File: src/rtl/dma_periph_endpoint.sv
// Peripheral-side endpoint of the DMA request/acknowledge handshake.
// A word FIFO sits between the local device and the DMA controller. When enough
// data (dev->mem) or space (mem->dev) is available, dreq is raised and the
// controller moves up to BURST words, one per acknowledged cycle.
module dma_periph_endpoint #(
    parameter int DW    = 8,
    parameter int DEPTH = 16,
    parameter int BURST = 4
) (
    input  logic                       clk,
    input  logic                       rst,
    input  logic                       enable,
    input  logic                       mode,
    input  logic                       loc_valid,
    input  logic [DW-1:0]              loc_din,
    output logic                       loc_ready,
    input  logic                       loc_pop,
    output logic [DW-1:0]              loc_dout,
    output logic                       loc_avail,
    output logic                       dreq,
    input  logic                       dack,
    input  logic                       tc,
    input  logic [DW-1:0]              dma_din,
    output logic [DW-1:0]              dma_dout,
    output logic                       eop,
    output logic                       err,
    output logic [$clog2(DEPTH):0]     level
);

    localparam int AW = $clog2(DEPTH);
    localparam int LW = AW + 1;
    localparam int CW = $clog2(BURST) + 1;

    typedef enum logic [1:0] {
        ST_IDLE = 2'd0,
        ST_XFER = 2'd1,
        ST_DONE = 2'd2
    } state_t;

    state_t          state_q, state_d;
    logic            mode_q, mode_d;
    logic            dreq_q, dreq_d;
    logic            eop_q, eop_d;
    logic            err_q, err_d;
    logic [LW-1:0]   level_q, level_d;
    logic [AW-1:0]   wr_ptr_q, wr_ptr_d;
    logic [AW-1:0]   rd_ptr_q, rd_ptr_d;
    logic [CW-1:0]   cnt_q, cnt_d;
    logic [DW-1:0]   mem_q [DEPTH];

    logic            mode_eff_s;
    logic            full_s;
    logic            empty_s;
    logic            beat_s;
    logic            push_s;
    logic            pop_s;
    logic            thresh_s;
    logic [DW-1:0]   wdata_s;

    // FIFO datapath: in IDLE the live mode input governs, otherwise the latched one.
    always_comb begin
        mode_eff_s = (state_q == ST_IDLE) ? mode : mode_q;
        full_s     = (level_q == LW'(DEPTH));
        empty_s    = (level_q == {LW{1'b0}});
        beat_s     = dreq_q & dack;
        if (mode_eff_s) begin
            push_s   = beat_s;
            pop_s    = loc_pop & ~empty_s;
            wdata_s  = dma_din;
            thresh_s = ((LW'(DEPTH) - level_q) >= LW'(BURST));
        end else begin
            push_s   = loc_valid & ~full_s;
            pop_s    = beat_s;
            wdata_s  = loc_din;
            thresh_s = (level_q >= LW'(BURST));
        end
        level_d  = level_q + LW'(push_s) - LW'(pop_s);
        wr_ptr_d = wr_ptr_q + AW'(push_s);
        rd_ptr_d = rd_ptr_q + AW'(pop_s);
    end

    // Request FSM: next state, beat counter, request and end-of-process pulse.
    always_comb begin
        state_d = state_q;
        mode_d  = mode_q;
        cnt_d   = cnt_q;
        dreq_d  = dreq_q;
        eop_d   = 1'b0;
        err_d   = err_q | (dack & ~dreq_q);
        case (state_q)
            ST_IDLE: begin
                mode_d = mode;
                cnt_d  = {CW{1'b0}};
                if (enable && thresh_s) begin
                    state_d = ST_XFER;
                    dreq_d  = 1'b1;
                end else begin
                    dreq_d  = 1'b0;
                end
            end
            ST_XFER: begin
                if (beat_s && tc) begin
                    state_d = ST_DONE;
                    dreq_d  = 1'b0;
                    eop_d   = 1'b1;
                    cnt_d   = {CW{1'b0}};
                end else if (beat_s && (cnt_q == CW'(BURST - 1))) begin
                    state_d = ST_IDLE;
                    dreq_d  = 1'b0;
                    cnt_d   = {CW{1'b0}};
                end else if (beat_s) begin
                    cnt_d   = cnt_q + CW'(1);
                end else begin
                    dreq_d  = 1'b1;
                end
            end
            ST_DONE: begin
                dreq_d = 1'b0;
                if (!enable) begin
                    state_d = ST_IDLE;
                end else begin
                    state_d = ST_DONE;
                end
            end
            default: begin
                state_d = ST_IDLE;
                dreq_d  = 1'b0;
                cnt_d   = {CW{1'b0}};
            end
        endcase
    end

    // State, control and FIFO pointer registers; reset empties the FIFO at once.
    always_ff @(posedge clk or posedge rst) begin
        if (rst) begin
            state_q  <= ST_IDLE;
            mode_q   <= 1'b0;
            cnt_q    <= {CW{1'b0}};
            dreq_q   <= 1'b0;
            eop_q    <= 1'b0;
            err_q    <= 1'b0;
            level_q  <= {LW{1'b0}};
            wr_ptr_q <= {AW{1'b0}};
            rd_ptr_q <= {AW{1'b0}};
        end else begin
            state_q  <= state_d;
            mode_q   <= mode_d;
            cnt_q    <= cnt_d;
            dreq_q   <= dreq_d;
            eop_q    <= eop_d;
            err_q    <= err_d;
            level_q  <= level_d;
            wr_ptr_q <= wr_ptr_d;
            rd_ptr_q <= rd_ptr_d;
        end
    end

    // FIFO storage; contents are only meaningful between the pointers.
    always_ff @(posedge clk) begin
        if (push_s) begin
            mem_q[wr_ptr_q] <= wdata_s;
        end
    end

    assign loc_ready = ~full_s & ~mode_eff_s;
    assign loc_avail = ~empty_s & mode_eff_s;
    assign loc_dout  = mem_q[rd_ptr_q];
    assign dma_dout  = mem_q[rd_ptr_q];
    assign dreq      = dreq_q;
    assign eop       = eop_q;
    assign err       = err_q;
    assign level     = level_q;

endmodule
File: config.mk
export PLATFORM = sky130hd
export DESIGN_NAME = dma_periph_endpoint
export DESIGN_NICKNAME = d
export VERILOG_FILES = /design/src/rtl/dma_periph_endpoint.sv
export SDC_FILE = /design/constraint.sdc
export NUM_CORES = 1
export LEC_CHECK = 0
export ABC_AREA = 1
export BUFFER_PORTS_ARGS = -buffer_cell sky130_fd_sc_hd__buf_2
export CAP_MARGIN = 20
export CELL_PAD_IN_SITES_DETAIL_PLACEMENT = 1
export CELL_PAD_IN_SITES_GLOBAL_PLACEMENT = 2
export CORE_ASPECT_RATIO = 0.9
export CORE_MARGIN = 4
export CORE_UTILIZATION = 40
export DETAILED_ROUTE_END_ITERATION = 6
export GPL_TIMING_DRIVEN = 0
export PLACE_DENSITY = 0.84
export SYNTH_ARGS = -nofsm -noshare
export SYNTH_HDL_FRONTEND = slang
export SYNTH_SLANG_ARGS = --single-unit
File: constraint.sdc
create_clock -name clk -period 3.6 [get_ports clk]
set_input_delay 0.36 -clock clk [delete_from_list [all_inputs] [get_ports clk]]
set_output_delay 0.36 -clock clk [all_outputs]
set_load 0.03 [all_outputs]
==> flow_summary.json, run 1 <==
{
  "synth_cells": 619,
  "drtIter0Drc": 369,
  "drv_slew": 0,
  "gp_congestion": 0.817,
  "p_leak_nw": 3.22,
  "cts_sinks": 150,
  "yosys_warnings": 0,
  "crit_chain": "inv_1, ha_1, inv_1, nor2_1, ha_1, nor2_1, o21ai_2, nand2_1, nand2_1, ha_1, inv_1, fa_1, o21ai_0, a21oi_1, xor2_1",
  "grt_usage": 0.210,
  "timing.fmax_ghz": 0.330,
  "io_buffers": 49,
  "hold_path.class": "in2async",
  "fp-row-count": 44,
  "grt_pass1_vias": 5158,
  "drc": 0,
  "gr-total-overflow": 0,
  "hold_buffers": 0,
  "place_area_um2": 7220,
  "finalClockSkew_ns": 0.00721,
  "r2r_start": "level[2]",
  "rrSetupSlack_ns": 0.57,
  "yosys-top-cells-area": "edfxtp_1 (58%), nand2_1 (8.8%), dfrtp_1 (8.3%)",
  "multiInputGateArea_um2": 1860,
  "clock_path_buffers": 2,
  "routed_wl_um": 18400,
  "fin_total_pwr_mw": 8.04,
  "clk_latency_ns": 0.42,
  "h-tree-depth": 4,
  "cp_slowest_cell": "dfrtp_1",
  "regToRegEndpoint": "level[4]",
  "avgViaCountPerCell": 5.21,
  "grt_start_max_net_pins": 23,
  "fill_cells": 1816,
  "cts.root.buffer_cell": "clkbuf_16",
  "antenna_cells": 0,
  "drv_cap": 0,
  "ant_nets": 0,
  "layout-drive-gt1-share": 0.166,
  "pwr-share-clk": 0.213,
  "drt-pass1-iter-count": 4,
  "synth_area_leader_cell": "edfxtp_1",
  "final_util": 0.481,
  "dieHeight_um": 130,
  "post_cts_resize_count": 0,
  "design.core.area_um2": 16200,
  "p_switching_mw": 3.51,
  "numCtsBuffers": 17,
  "io_pins": 50,
  "cellPowerDensity_nw_per_um2": 1030,
  "vias": 4788,
  "critPathKind": "reg2reg",
  "setup_violations": 0,
  "min_period_ns": 3.03,
  "worstMarginPinSlew_ns": 0.949,
  "dieWidth_um": 144,
  "antenna_found_initial": 0,
  "ys_ff_latch": 150,
  "clk_pin_slew_ns": 0.06,
  "wl_per_cell_um": 20.0,
  "hpwl_um": 13000,
  "yosysUniqueCellTypes": 27,
  "cp.arrival_ns": 3.33,
  "status": "complete, no violations",
  "reg2reg_depth": 15,
  "crit_required_ns": 3.90,
  "startpoint_type": "register",
  "cp-end-kind": "register",
  "p_seq_frac": 0.327,
  "hold_viol_final": 0,
  "sw_frac_of_total": 0.437,
  "register_area_um2": 4390,
  "slew_headroom": 0.364,
  "setup-tns-final_ns": 0,
  "cts_setup_buffers": 0,
  "p_int_mw": 4.53,
  "cts_tree": "built",
  "syn_nets": 658,
  "initial_core_util": 0.410,
  "grt_pass1_wl_um": 29000,
  "syn_to_final_growth_pct": 17.4,
  "final_common_cell": "nand2_1",
  "finalNetCount": 738,
  "ys_seq_area_frac": 0.663,
  "crit_fanout": 8,
  "dieArea_um2": 18700,
  "rsz0062_at_grt": "no",
  "avgSynthCellArea_um2": 10.7,
  "finalInstanceArea_um2": 7790,
  "synth_top_area_share": 0.580,
  "mostFrequentLayoutCells": "nand2_1 (155), edfxtp_1 (128), nor2_1 (72)",
  "critPathMaxStageDelay_ns": 0.43,
  "comb_power_share": 0.459,
  "syn_area_um2": 6630,
  "peakVddDrop_v": 0.000765,
  "period_share": 0.841
}
-- power groups by stage --
stage	clock network [mW]	logic (mW)	registers (mW)
3_3_place_gp	0	3.53	2.65
4_1_cts	1.74	3.75	2.64
5_1_grt	1.82	4.11	2.67
2_1_floorplan	0	2.40	2.69
3_5_place_dp	0	3.71	2.67
6_report	1.72	3.69	2.63
-- state kept, by name, summed over array words and instances, names as in the netlist --
name / cells
mem_q: 128
level: 5
rd_ptr_q: 4
wr_ptr_q: 4
cnt_q: 3
state_q: 2
dreq: 1
eop: 1
err: 1
mode_q: 1
-- routing by layer --
| metal | vias to the layer above | GRT usage | share of wire |
|---|---|---|---|
| li1 | 2247 | - | - |
| met3 | 25 | 0.0480 | 0.056 |
| met1 | 2402 | 0.260 | 0.41 |
| met5 | - | 0 | 0 |
| met2 | 114 | 0.367 | 0.52 |
| met4 | 0 | 0.0703 | 0.022 |
-- stage by stage --
stage	hold slack, ns	instances	worst slack, ns
finish	0.117	919	0.573
global placement	0.452	875	0.397
global route	0.195	919	0.264
CTS	0.147	918	0.476
floorplan	0.349	619	0.557
detailed placement	0.492	886	0.488
-- cells in the mapped netlist --
| library cell | number |
|---|---|
| o21ai_1 | 2 |
| o21ai_0 | 31 |
| inv_1 | 49 |
| nand2_1 | 155 |
| o211ai_1 | 19 |
| o21bai_1 | 2 |
| dfrtp_1 | 22 |
| inv_2 | 1 |
| buf_6 | 2 |
| buf_1 | 1 |
| a21boi_0 | 2 |
| nand3_1 | 49 |
| xor2_1 | 7 |
| buf_2 | 9 |
| nor3_1 | 16 |
| o21ai_2 | 1 |
| clkinv_1 | 3 |
| mux2i_1 | 1 |
| edfxtp_1 | 128 |
| nor2_1 | 72 |
| clkbuf_1 | 11 |
| nor2_2 | 1 |
| fa_1 | 1 |
| nand2_2 | 1 |
| ha_1 | 14 |
| a21oi_1 | 8 |
| buf_4 | 11 |
-- worst max-delay path, delay by kind of cell, from the launching register on --
| kind | cells | cell delay (ns) |
|---|---|---|
| AOI/OAI and AO/OA | 3 | 0.66 |
| xor gates and xnor gates | 1 | 0.15 |
| adders and majority gates | 4 | 0.92 |
| buffers and inverters | 3 | 0.25 |
| DFF | 1 | 0.43 |
| and+or+nand+nor | 4 | 0.51 |
-- cell type report --
type	count	share of cell area
clock buffer	19	0.0556
sequential	150	0.564
timing repair buffer	61	0.0402
clock inverter	13	0.0169
multi-input combinational	382	0.239
inverter	53	0.0255
buffer	34	0.0251
tap	207	0.0333
-- how the worst max path moves through the flow --
stage / from / end / slack (ns) / depth (start not counted)
after floorplan: level[2] / level[4] / 0.56 / 16
after global placement: level[2] / mem_q[6][5] / 0.40 / 9
after detailed placement: level[2] / level[4] / 0.49 / 15
after CTS: level[2] / level[4] / 0.48 / 15
after global routing: level[2] / level[4] / 0.26 / 15
final: level[2] / level[4] / 0.57 / 15
-- kinds of logic (layout without fill, tap and decap cells) --
family | after synthesis | count (layout) | share of synthesized area
and+or+nand+nor | 294 | 294 | 0.179
DFF | 150 | 150 | 0.663
buffers and inverters | 87 | 180 | 0.0594
AOI/OAI and AO/OA | 65 | 65 | 0.0583
adders and majority gates | 15 | 15 | 0.0294
xor gates and xnor gates | 7 | 7 | 0.00925
muxes | 1 | 1 | 0.00151
Note: power is estimated with default switching activity, not from simulation.
==> run 2: changes to the inputs <==
--- a/config.mk
+++ b/config.mk
@@ -5,7 +5,7 @@
 export SDC_FILE = /design/constraint.sdc
 export NUM_CORES = 1
 export LEC_CHECK = 0
-export ABC_AREA = 1
+export ABC_AREA = 0
 export BUFFER_PORTS_ARGS = -buffer_cell sky130_fd_sc_hd__buf_2
 export CAP_MARGIN = 20
 export CELL_PAD_IN_SITES_DETAIL_PLACEMENT = 1
@@ -15,7 +15,7 @@
 export CORE_UTILIZATION = 40
 export DETAILED_ROUTE_END_ITERATION = 6
 export GPL_TIMING_DRIVEN = 0
-export PLACE_DENSITY = 0.84
+export PLACE_DENSITY = 0.79
 export SYNTH_ARGS = -nofsm -noshare
 export SYNTH_HDL_FRONTEND = slang
 export SYNTH_SLANG_ARGS = --single-unit
==> constraint.sdc (replaced) <==
create_clock -name clk -period 2.7 [get_ports clk]
set_input_delay 0.27 -clock clk [delete_from_list [all_inputs] [get_ports clk]]
set_output_delay 0.27 -clock clk [all_outputs]
set_load 0.03 [all_outputs]
==> flow_summary.json, run 2 <==
{
  "status": "complete, no violations",
  "ant_nets": 0,
  "final_util": 0.502,
  "cts.root.buffer_cell": "clkbuf_16",
  "ys.flop_type": "edfxtp_1",
  "worstMarginPinSlew_ns": 0.928,
  "startpoint_type": "register",
  "drv_cap": 0,
  "yosys-top-cells-area": "edfxtp_1 (61%), mux4_2 (10%), dfrtp_1 (8.7%)",
  "dieArea_um2": 17900,
  "wl_per_cell_um": 21.4,
  "dp.cells": 630,
  "gr-total-overflow": 0,
  "layout-drive-gt1-share": 0.411,
  "critPathKind": "reg2reg",
  "clk_latency_ns": 0.43,
  "finalClockSkew_ns": 0.0211,
  "crit_fanout": 3,
  "io_buffers": 49,
  "reg2reg_depth": 15,
  "ys_ff_latch": 150,
  "io_pins": 50,
  "cts_sinks": 150,
  "initial_core_util": 0.409,
  "finalInstanceArea_um2": 7740,
  "synth_area_leader_cell": "edfxtp_1",
  "grt_pass1_wl_um": 22400,
  "r2r_start": "level[3]",
  "cp-startpoint": "level[3]",
  "crit_required_ns": 3.06,
  "hpwl_um": 9990,
  "synth_top_area_share": 0.609,
  "clock_path_buffers": 2,
  "critPathMaxStageDelay_ns": 0.40,
  "syn_area_um2": 6310,
  "clk_pin_slew_ns": 0.06,
  "ys_seq_area_frac": 0.696,
  "hold_path.class": "in2async",
  "cp_slowest_cell": "fa_2",
  "design.core.area_um2": 15400,
  "timing.fmax_ghz": 0.373,
  "syn_nets": 404,
  "crit_chain": "inv_2, ha_4, and2_4, ha_4, nand2b_4, mux2_4, buf_12, xnor2_4, ha_2, inv_2, fa_2, nor2_2, nor2_1, o21bai_1, xnor2_1",
  "hold_buffers": 0,
  "rsz0062_at_grt": "yes",
  "yosys_warnings": 0,
  "gp_congestion": 0.736,
  "finalNetCount": 497,
  "drv_slew": 0,
  "syn_to_final_growth_pct": 22.7,
  "stdcell_count": 672,
  "fp-row-count": 43,
  "synth_edf_count": 128,
  "place_area_um2": 7000,
  "largest_reg_flops": 128,
  "antenna_found_initial": 0,
  "drtIter0Drc": 236,
  "dieHeight_um": 127,
  "drc": 0,
  "cts_tree": "built",
  "avgSynthCellArea_um2": 17.3,
  "setup_violations": 0,
  "fill_cells": 1466,
  "peakVddDrop_v": 0.000760,
  "h-tree-depth": 4,
  "hold_viol_final": 0,
  "async_reset_ff_frac": 0.147,
  "regMostFlops": "mem_q",
  "slew_headroom": 0.380,
  "numCtsBuffers": 17,
  "period_share": 0.994,
  "routed_wl_um": 14400,
  "drt-pass1-iter-count": 5,
  "cp.arrival_ns": 3.04,
  "antenna_cells": 0,
  "p_leak_nw": 2.77,
  "grt_pass1_vias": 3972,
  "grt_start_max_net_pins": 23,
  "final_common_cell": "edfxtp_1",
  "cp-end-kind": "register",
  "pre_cts_slack_ns": -0.232,
  "avgViaCountPerCell": 5.34,
  "synth_cells": 365,
  "mostFrequentLayoutCells": "edfxtp_1 (128), buf_2 (58), buf_4 (29)",
  "setup_ws_ns": 0.0158,
  "yosysUniqueCellTypes": 39,
  "min_period_ns": 2.68,
  "setup-tns-final_ns": 0,
  "dieWidth_um": 140,
  "synth.most_common_cell": "edfxtp_1",
  "grt_usage": 0.170,
  "synth_commonest_cells": "edfxtp_1 (128), mux4_2 (28), dfrtp_1 (22)",
  "vias": 3588,
  "cellPowerDensity_nw_per_um2": 1260
}
-- run 2: kinds of logic (layout without fill, tap and decap cells) --
group / Yosys count / count (layout) / share of synthesized area
AOI/OAI and AO/OA: 31 / 31 / 0.0349
xor gates and xnor gates: 10 / 10 / 0.0139
adders and majority gates: 15 / 15 / 0.0309
buffers and inverters: 38 / 143 / 0.0307
DFF: 150 / 150 / 0.696
muxes: 43 / 43 / 0.127
and+or+nand+nor: 78 / 78 / 0.0662
-- run 2: where the power goes --
part | total (mW) | internal (mW) | switching [mW]
combinational | 4.38 | 1.78 | 2.60
sequential | 3.29 | 3.08 | 0.211
clock | 2.12 | 1.25 | 0.865
total | 9.79 | 6.11 | 3.67
-- run 2: worst max-delay path: cells and delay by family (launching register included) --
family / cells / cell delay, ns
AO/OA/AOI/OAI: 1 / 0.16
XOR/XNOR: 2 / 0.25
adder cells (fa/ha/maj): 4 / 0.90
buffers and inverters: 3 / 0.24
flip-flops: 1 / 0.37
multiplexers: 1 / 0.28
AND/OR/NAND/NOR: 4 / 0.42
-- run 2: through the flow --
stage                     power, mW  hold WS [ns]
after floorplan                6.18         0.259
after global placement         7.14         0.435
after detailed placement       7.38         0.455
after CTS                      9.66        0.0504
after global routing           10.4        0.0547
final                          9.79        0.0416
-- run 2: layout make-up --
type	count	area (µm²)	area share
Timing Repair Buffer	75	425	0.0549
Inverter	14	55.1	0.00711
Sequential cell	150	4400	0.568
Multi-Input combinational cell	177	1920	0.248
Clock buffer	25	455	0.0588
Clock inverter	6	56.3	0.00727
Tap cell	202	253	0.0326
Buffer	23	183	0.0236
-- run 2: metal layers --
metal	wire length (µm)	vias to the layer above	global-route usage
li1	-	1615	-
met5	0	-	0
met4	159	0	0.0667
met3	676	13	0.0400
met2	7550	79	0.286
met1	6020	1881	0.214
-- run 2: path summary, 6_finish.rpt --
path	to	slack, ns
max	level[4]	0.02
min	cnt_q[1]	0.04
max reg2reg	level[4]	0.02
min reg2reg	err	0.46
max in group asynchronous	level[3]	2.03
min in group clk	err	0.07
-- run 2: timing repair --
item                                   in CTS  in global routing
setup endpoints to repair                  42                 23
pin swaps                                   3                  7
endpoints found under the hold margin       0                  0
buffers inserted                            5                  7
resized for setup                          14                 22
==> run 3: changes to the inputs <==
--- a/config.mk
+++ b/config.mk
@@ -15,6 +15,7 @@
 export CORE_UTILIZATION = 40
 export DETAILED_ROUTE_END_ITERATION = 6
 export GPL_TIMING_DRIVEN = 0
+export MAX_ROUTING_LAYER = met4
 export PLACE_DENSITY = 0.79
 export SYNTH_ARGS = -nofsm -noshare
 export SYNTH_HDL_FRONTEND = slang
==> flow_summary.json, run 3 (synthesis results as in run 2) <==
{
  "crit_fanout": 3,
  "rsz0062_at_grt": "yes",
  "cellPowerDensity_nw_per_um2": 1260,
  "hold_buffers": 0,
  "drt-pass1-iter-count": 5,
  "slew_headroom": 0.383,
  "ant_nets": 0,
  "cts_tree": "built",
  "r2r_start": "level[3]",
  "place_area_um2": 7000,
  "numCtsBuffers": 17,
  "io_buffers": 49,
  "grt_pass1_wl_um": 22400,
  "path_delay_family": "adder cells",
  "design.core.area_um2": 15400,
  "rrSetupSlack_ns": 0.02,
  "p_leak_nw": 2.77,
  "h-tree-depth": 4,
  "drc": 0,
  "drv_cap": 0,
  "dieWidth_um": 140,
  "gp_congestion": 0.745,
  "dieArea_um2": 17900,
  "gr-total-overflow": 0,
  "fp-row-count": 43,
  "cts.root.buffer_cell": "clkbuf_16",
  "grt_start_max_net_pins": 23,
  "dieHeight_um": 127,
  "timing.fmax_ghz": 0.372,
  "startpoint_type": "register",
  "hold_path.class": "in2async",
  "clock_path_buffers": 2,
  "antenna_found_initial": 0,
  "mostFrequentLayoutCells": "edfxtp_1 (128), buf_2 (58), buf_4 (29)",
  "min_period_ns": 2.68,
  "cp_slowest_cell": "fa_2",
  "vias": 3610,
  "crit_required_ns": 3.05,
  "worstMarginPinSlew_ns": 0.925,
  "clk_pin_slew_ns": 0.06,
  "critPathMaxStageDelay_ns": 0.40,
  "routed_wl_um": 14400,
  "initial_core_util": 0.409,
  "reg2reg_depth": 15,
  "cp.arrival_ns": 3.03,
  "regToRegEndpoint": "level[4]",
  "drv_slew": 0,
  "hold_viol_final": 0,
  "critPathKind": "reg2reg",
  "path_buf_inv": 3,
  "finalNetCount": 497,
  "grt_pass1_vias": 3968,
  "period_share": 0.994,
  "finalInstanceArea_um2": 7740,
  "regMostFlops": "mem_q",
  "peakVddDrop_v": 0.000760,
  "wl_per_cell_um": 21.4,
  "drtIter0Drc": 264,
  "io_pins": 50,
  "layout-drive-gt1-share": 0.411,
  "setup_violations": 0,
  "grt_usage": 0.175,
  "status": "complete, no violations",
  "cts_sinks": 150,
  "cp-end-kind": "register",
  "clk_latency_ns": 0.42,
  "syn_to_final_growth_pct": 22.7,
  "stdcell_count": 672,
  "dp.cells": 630,
  "final_common_cell": "edfxtp_1",
  "hpwl_um": 9990,
  "avgViaCountPerCell": 5.37,
  "antenna_cells": 0,
  "largest_reg_flops": 128,
  "fill_cells": 1466,
  "crit_chain": "inv_2, ha_4, and2_4, ha_4, nand2b_4, mux2_4, buf_12, xnor2_4, ha_2, inv_2, fa_2, nor2_2, nor2_1, o21bai_1, xnor2_1",
  "finalClockSkew_ns": 0.00792
}
run 3: worst max path at each step:
| stage | from | end | slack [ns] | cells after the start |
|---|---|---|---|---|
| floorplan | level[2] | mem_q[1][0] | -0.08 | 8 |
| global placement | level[2] | mem_q[1][1] | -0.83 | 8 |
| global route | level[2] | level[4] | -0.14 | 15 |
| CTS | rd_ptr_q[2] | loc_dout[5] | 0.002 | 8 |
| detailed placement | level[2] | level[4] | -0.23 | 14 |
| finish | level[3] | level[4] | 0.02 | 15 |
run 3: layer usage:
metal / vias up / track usage / share of wire
li1: 1614 / - / -
met1: 1883 / 0.213 / 0.41
met2: 93 / 0.287 / 0.52
met3: 20 / 0.0393 / 0.047
met4: 0 / 0.0667 / 0.018
met5: - / - / 0
run 3: cell type report:
class,instances,area (µm²),share of cell area
Tap cell,202,253,0.0326
Buffer,23,183,0.0236
Timing Repair Buffer,75,425,0.0549
Multi-Input combinational cell,177,1920,0.248
Sequential cell,150,4400,0.568
Clock buffer,25,455,0.0588
Inverter,14,55.1,0.00711
Clock inverter,6,56.3,0.00727
run 3: timing repair:
action / in CTS / in global routing
setup endpoints to repair: 42 / 23
buffers inserted: 5 / 7
pin swaps: 3 / 7
endpoints found under the hold margin: 0 / 0
gates resized for setup: 14 / 22
run 3: report_power, final:
group	leakage (nW)	total [mW]	internal, mW	switching, mW
combinational	1.11	4.38	1.78	2.60
clock	0.247	2.11	1.25	0.858
sequential	1.42	3.29	3.08	0.212
total	2.77	9.78	6.11	3.67
run 3: worst register-to-register path, stage by stage (launching register included):
cell      delay (ns)
dfrtp_2         0.37
inv_2           0.06
ha_4            0.15
and2_4          0.14
ha_4            0.15
nand2b_4        0.13
mux2_4          0.28
buf_12          0.14
xnor2_4         0.12
ha_2            0.20
inv_2           0.04
fa_2            0.40
nor2_2          0.11
nor2_1          0.04
o21bai_1        0.16
xnor2_1         0.13
run 3: through the flow:
stage	power, mW	hold slack, ns	TNS (ns)	setup slack [ns]	utilization
2_1_floorplan	6.18	0.259	-4.02	-0.0834	-
3_3_place_gp	7.14	0.435	-55.51	-0.832	0.444
3_5_place_dp	7.38	0.455	-1.10	-0.232	0.453
4_1_cts	9.66	0.0504	0	0.00217	0.492
5_1_grt	10.4	0.0546	-0.144	-0.144	0.502
6_report	9.78	0.0516	0	0.0153	0.502
